[src/rtl/onehot_decoder_pipe.sv]
// onehot_decoder_pipe: registered SEL_WIDTH-to-OUT_COUNT one-hot decoder
// with a valid/ready handshake and a 2-entry skid buffer.
// Each accepted select word is decoded once, at accept time. The decoded
// strobe is then held in either the output register or the skid register
// until downstream consumes it.
// Optional feature macro: ONEHOT_DECODER_OOR_COUNT_EN adds an 8-bit saturating
// count (oor_count) of transferred words that had out_oor set.
module onehot_decoder_pipe #(
    parameter int SEL_WIDTH = 4,
    parameter int OUT_COUNT = 16,
    parameter int MASK_ZERO = 0
) (
    input  logic                 clk,
    input  logic                 reset,
    input  logic                 in_valid,
    output logic                 in_ready,
    input  logic [SEL_WIDTH-1:0] sel,
    input  logic                 en,
    output logic                 out_valid,
    input  logic                 out_ready,
    output logic [OUT_COUNT-1:0] onehot,
    output logic                 out_oor
`ifdef ONEHOT_DECODER_OOR_COUNT_EN
    ,
    output logic [7:0]           oor_count
`endif
);

    typedef enum logic [1:0] {
        EMPTY = 2'd0,
        HOLD  = 2'd1,
        FULL  = 2'd2
    } state_t;

    state_t state;
    state_t state_next;

    logic                 accept;
    logic                 transfer;
    logic [OUT_COUNT-1:0] dec_onehot;
    logic                 dec_oor;
    logic [OUT_COUNT-1:0] skid_onehot;
    logic                 skid_oor;

    // Register-update controls produced by the FSM.
    logic load_out;    // output register <= fresh decode
    logic load_skid;   // skid register   <= fresh decode
    logic shift_skid;  // output register <= skid register
    logic clear_out;   // output register drained, drop stale strobe

    // Ready depends only on state and reset, so there is no ready path
    // from out_ready back to in_ready.
    assign in_ready  = !reset && (state != FULL);
    assign out_valid = (state != EMPTY);
    assign accept    = in_valid && in_ready;
    assign transfer  = out_valid && out_ready;

    // Decode the incoming select word. Out-of-range selects match no bit,
    // so the one-hot vector is all-zero whenever dec_oor is set.
    always_comb begin
        dec_onehot = '0;
        dec_oor    = en && (int'(sel) >= OUT_COUNT);
        for (int unsigned i = 0; i < OUT_COUNT; i++) begin
            dec_onehot[i] = en && (int'(sel) == int'(i)) && !((MASK_ZERO != 0) && (i == 0));
        end
    end

    // State register.
    always_ff @(posedge clk) begin
        if (reset) begin
            state <= EMPTY;
        end else begin
            state <= state_next;
        end
    end

    // Next-state and register-update control.
    always_comb begin
        state_next = state;
        load_out   = 1'b0;
        load_skid  = 1'b0;
        shift_skid = 1'b0;
        clear_out  = 1'b0;
        case (state)
            EMPTY: begin
                if (accept) begin
                    state_next = HOLD;
                    load_out   = 1'b1;
                end
            end
            HOLD: begin
                if (accept && transfer) begin
                    load_out = 1'b1;
                end else if (accept) begin
                    state_next = FULL;
                    load_skid  = 1'b1;
                end else if (transfer) begin
                    state_next = EMPTY;
                    clear_out  = 1'b1;
                end
            end
            FULL: begin
                if (transfer) begin
                    state_next = HOLD;
                    shift_skid = 1'b1;
                end
            end
            default: begin
                state_next = EMPTY;
            end
        endcase
    end

    // Output and skid data registers; reset discards any in-flight words.
    always_ff @(posedge clk) begin
        if (reset) begin
            onehot      <= '0;
            out_oor     <= 1'b0;
            skid_onehot <= '0;
            skid_oor    <= 1'b0;
        end else begin
            if (load_out) begin
                onehot  <= dec_onehot;
                out_oor <= dec_oor;
            end else if (shift_skid) begin
                onehot  <= skid_onehot;
                out_oor <= skid_oor;
            end else if (clear_out) begin
                onehot  <= '0;
                out_oor <= 1'b0;
            end
            if (load_skid) begin
                skid_onehot <= dec_onehot;
                skid_oor    <= dec_oor;
            end
        end
    end

`ifdef ONEHOT_DECODER_OOR_COUNT_EN
    // Saturating count of out-of-range words, bumped on the transfer edge.
    always_ff @(posedge clk) begin
        if (reset) begin
            oor_count <= '0;
        end else if (transfer && out_oor && (oor_count != 8'hFF)) begin
            oor_count <= oor_count + 8'd1;
        end
    end
`endif

endmodule

[config.mk]
export PLATFORM = sky130hd
export DESIGN_NAME = onehot_decoder_pipe
export DESIGN_NICKNAME = d
export VERILOG_FILES = /design/src/rtl/onehot_decoder_pipe.sv
export SDC_FILE = /design/constraint.sdc
export NUM_CORES = 1
export LEC_CHECK = 0
export CORE_AREA = 2 2 74 112
export CTS_CLUSTER_SIZE = 16
export DETAILED_ROUTE_END_ITERATION = 6
export DIE_AREA = 0 0 76 114
export PLACE_DENSITY = 0.41
export SETUP_SLACK_MARGIN = 0.02
export SYNTH_ARGS = -nofsm -noshare
export SYNTH_HDL_FRONTEND = slang
export SYNTH_SLANG_ARGS = --single-unit
[constraint.sdc]
create_clock -name clk -period 3 [get_ports clk]
set_clock_uncertainty 0.15 [all_clocks]
set_input_delay 0.9 -clock clk [delete_from_list [all_inputs] [get_ports clk]]
set_output_delay 0.9 -clock clk [all_outputs]
set_load 0.05 [all_outputs]
==> impl_results.md <==
- Final Setup Violations: 0
- Placed Cells: 322
- Post-DP HPWL: 3.37 mm
- Worst-Margin Slew: 0.523 ns
- Number of global-route vias before repair: between 1500 and 2000
- Setup crit end kind: output pin
- Reg2reg end: onehot[0]$_SDFFE_PP0P_
- Asr flop ratio synth: 0
- Multi-input gate area in the final layout: approximately 970 sq um
- VDD IR max: 0.000248 V
- YS warnings: 0
- Antenna violations before repair: 0
- Status: complete, no violations
- Number of synthesized flops with an enable pin: 0
- Fin crit period: approximately 2.7 ns
- Number of fill cells: 813
- CTS clk-pin slew, worst paths: 0.05 ns
- Number of CTS-inserted buffers: 5
- Top-count cell post-synth: dfxtp_1
- Postcts setup bufs: 0
- Die W: ~76 um
- IO buf count: 26
- Routability cong.: ~0.75
- CP required: 1.95 ns
- Worst R2R Setup Slack: 1.21 ns
- Cell taking the most area after synthesis: dfxtp_1
- Clock Tree Buf Depth: 2
- Fmax achieved: around 370 MHz
- Residual DRC: 0
- Total wire length: 5.25 mm
- Top cells by instance count after synthesis: 34 x dfxtp_1, 32 x nand4_1, 18 x a21oi_1
- Core area: 7760 sq um
- Net count of the mapped netlist: 213
- Hold depth: 2
- CP startpoint kind: input pin
- Area share of the largest cell type after synthesis: 0.361
- GRT Total Usage: 0.127
- Die area: 8660 sq um
- RSZ-0062 raised after global routing: false
- Final Util: 0.308
- Num rows: 40
- Largest net degree at the start of global routing: 33
- WHS Endpoint: onehot[7]$_SDFFE_PP0P_
- Slew margin rel.: 0.650
- Yosys cell types: 36
- Root buffer cell: clkbuf_16
- Initial Util: 0.243
- # resized after CTS: 0
- DRT antenna net count: 0
- Grt total ovfl: 0
- # IOs: 28
- Most used DFF post-synth: dfxtp_1
- Die Ht: 114 um
- Final hold slack: 0.310 ns
- RR Startpoint: state[1]$_SDFFE_PP0P_
- Antenna fix cells: 0
- Routed via count: ~1600
- Drt via density: 4.99
- # Max-Cap Violations: 0
- R2r worst-path depth: 5
- Number of H-tree levels: 2
- Critical path type: input pin to output pin
- Power Total: 1.32 mW
- Crit path DAT: 1.68 ns
- Final Non-Filler Cells: roughly 330
- Synthesis-to-layout area growth: 27.0%
- Clk sinks: 34
- Ranking of synthesized cells by area: dfxtp_1 36%, nand4_1 11%, a221oi_2 8.0%
- Layout cells sized above 1: 0.229
- Nets: 233
- Final Cycle Share: 0.910
- Crit path max fanout: 4
- First-pass GRT wire length: 8.83 mm
- Setup tns final: 0 ns
- Fin. max-slew vios: 0
- Mapped Avg Cell Area: 9.23 sq um
- Synth Register Bits: 34
- FF/Latch Area: 681 sq um
- TritonCTS clock tree: built
- Synthesized area: 1880 sq um
- Detailed Route Iter0 Violations: 111
- CTS Hold Buffers Added: 0
- Hold Path Class: flop to flop
- Drt wl/cell: 16.0 um
- Worst-skew pair later-pin latency: 0.27 ns
- Post-synthesis cell count: 204
- Sequential share of the synthesized area: 0.361
- First-pass DRT Iterations: 4
- Cell Pwr Density: 553 nW/um^2
- LEAKAGE: 0.840 nW
- Hold Fails Final Rpt: 0
- Min-delay src: onehot[7]$_SDFFE_PP0P_
==> sequential cells by signal, summed over array words and instances, names as in the netlist <==
signal and cells:
onehot 16, skid_onehot 16, state 2
==> critical path, cell delays in order <==
cell and delay, ns:
clkdlybuf4s50_1 0.45, nor2_1 0.13, buf_4 0.20
==> cell usage in the layout, fill, tap and decap left out, drive strengths merged, types with 2 or more instances in the layout <==
cell type / count
and3b: 2
clkbuf: 6
a21oi: 18
nor3b: 2
nor2: 3
inv: 16
or3b: 2
clkdlybuf4s50: 25
buf: 16
mux2i: 2
nand4: 32
o211ai: 16
nor2b: 5
nand3b: 2
dfxtp: 34
o21ai: 16
a221oi: 16
==> through the flow <==
| step | instance area, sq um | worst slack (ns) |
|---|---|---|
| global route | 2390 | 0.225 |
| CTS | 2390 | 0.262 |
| global placement | 2250 | 0.218 |
| detailed placement | 2250 | 0.233 |
| floorplan | 1880 | 0.0204 |
| finish | 2390 | 0.269 |
==> where the power goes <==
part | switching [mW] | internal (mW)
clock network | 0.184 | 0.321
logic | 0.207 | 0.121
registers | 0.0131 | 0.477
total | 0.404 | 0.919
==> worst max-delay path by stage <==
stage | startpoint | endpoint | slack [ns] | depth (start not counted)
finish | reset | in_ready | 0.27 | 3
global route | reset | in_ready | 0.23 | 3
global placement | in_valid | onehot[0]$_SDFFE_PP0P_ | 0.22 | 5
floorplan | reset | in_ready | 0.02 | 3
detailed placement | in_valid | onehot[0]$_SDFFE_PP0P_ | 0.23 | 5
CTS | reset | in_ready | 0.26 | 3
==> final cells by class <==
| cell class | instances | share of cell area |
|---|---|---|
| Multi-Input combinational cell | 126 | 0.407 |
| Timing Repair Buffer | 41 | 0.171 |
| Sequential cell | 34 | 0.285 |
| Inverter | 16 | 0.0251 |
| Clock buffer | 6 | 0.0581 |
| Tap cell | 105 | 0.0549 |
==> kinds of logic (layout without fill, tap and decap cells) <==
family          Yosys count  in the layout  synth area share
mux                       2              2            0.0106
buf+inv                  44             63             0.122
simple gates             55             55             0.205
flops                    34             34             0.361
compound gates           68             68             0.298
other cells               1              1           0.00199
==> routing by layer <==
metal / up-vias / GRT usage / wire (um)
met5: - / 0 / 0
met4: 0 / 0.0461 / 72
met3: 7 / 0.0229 / 151
met2: 24 / 0.227 / 2720
met1: 795 / 0.153 / 2310
li1: 811 / - / -
No activity file was read; power rests on OpenSTA's default activity.
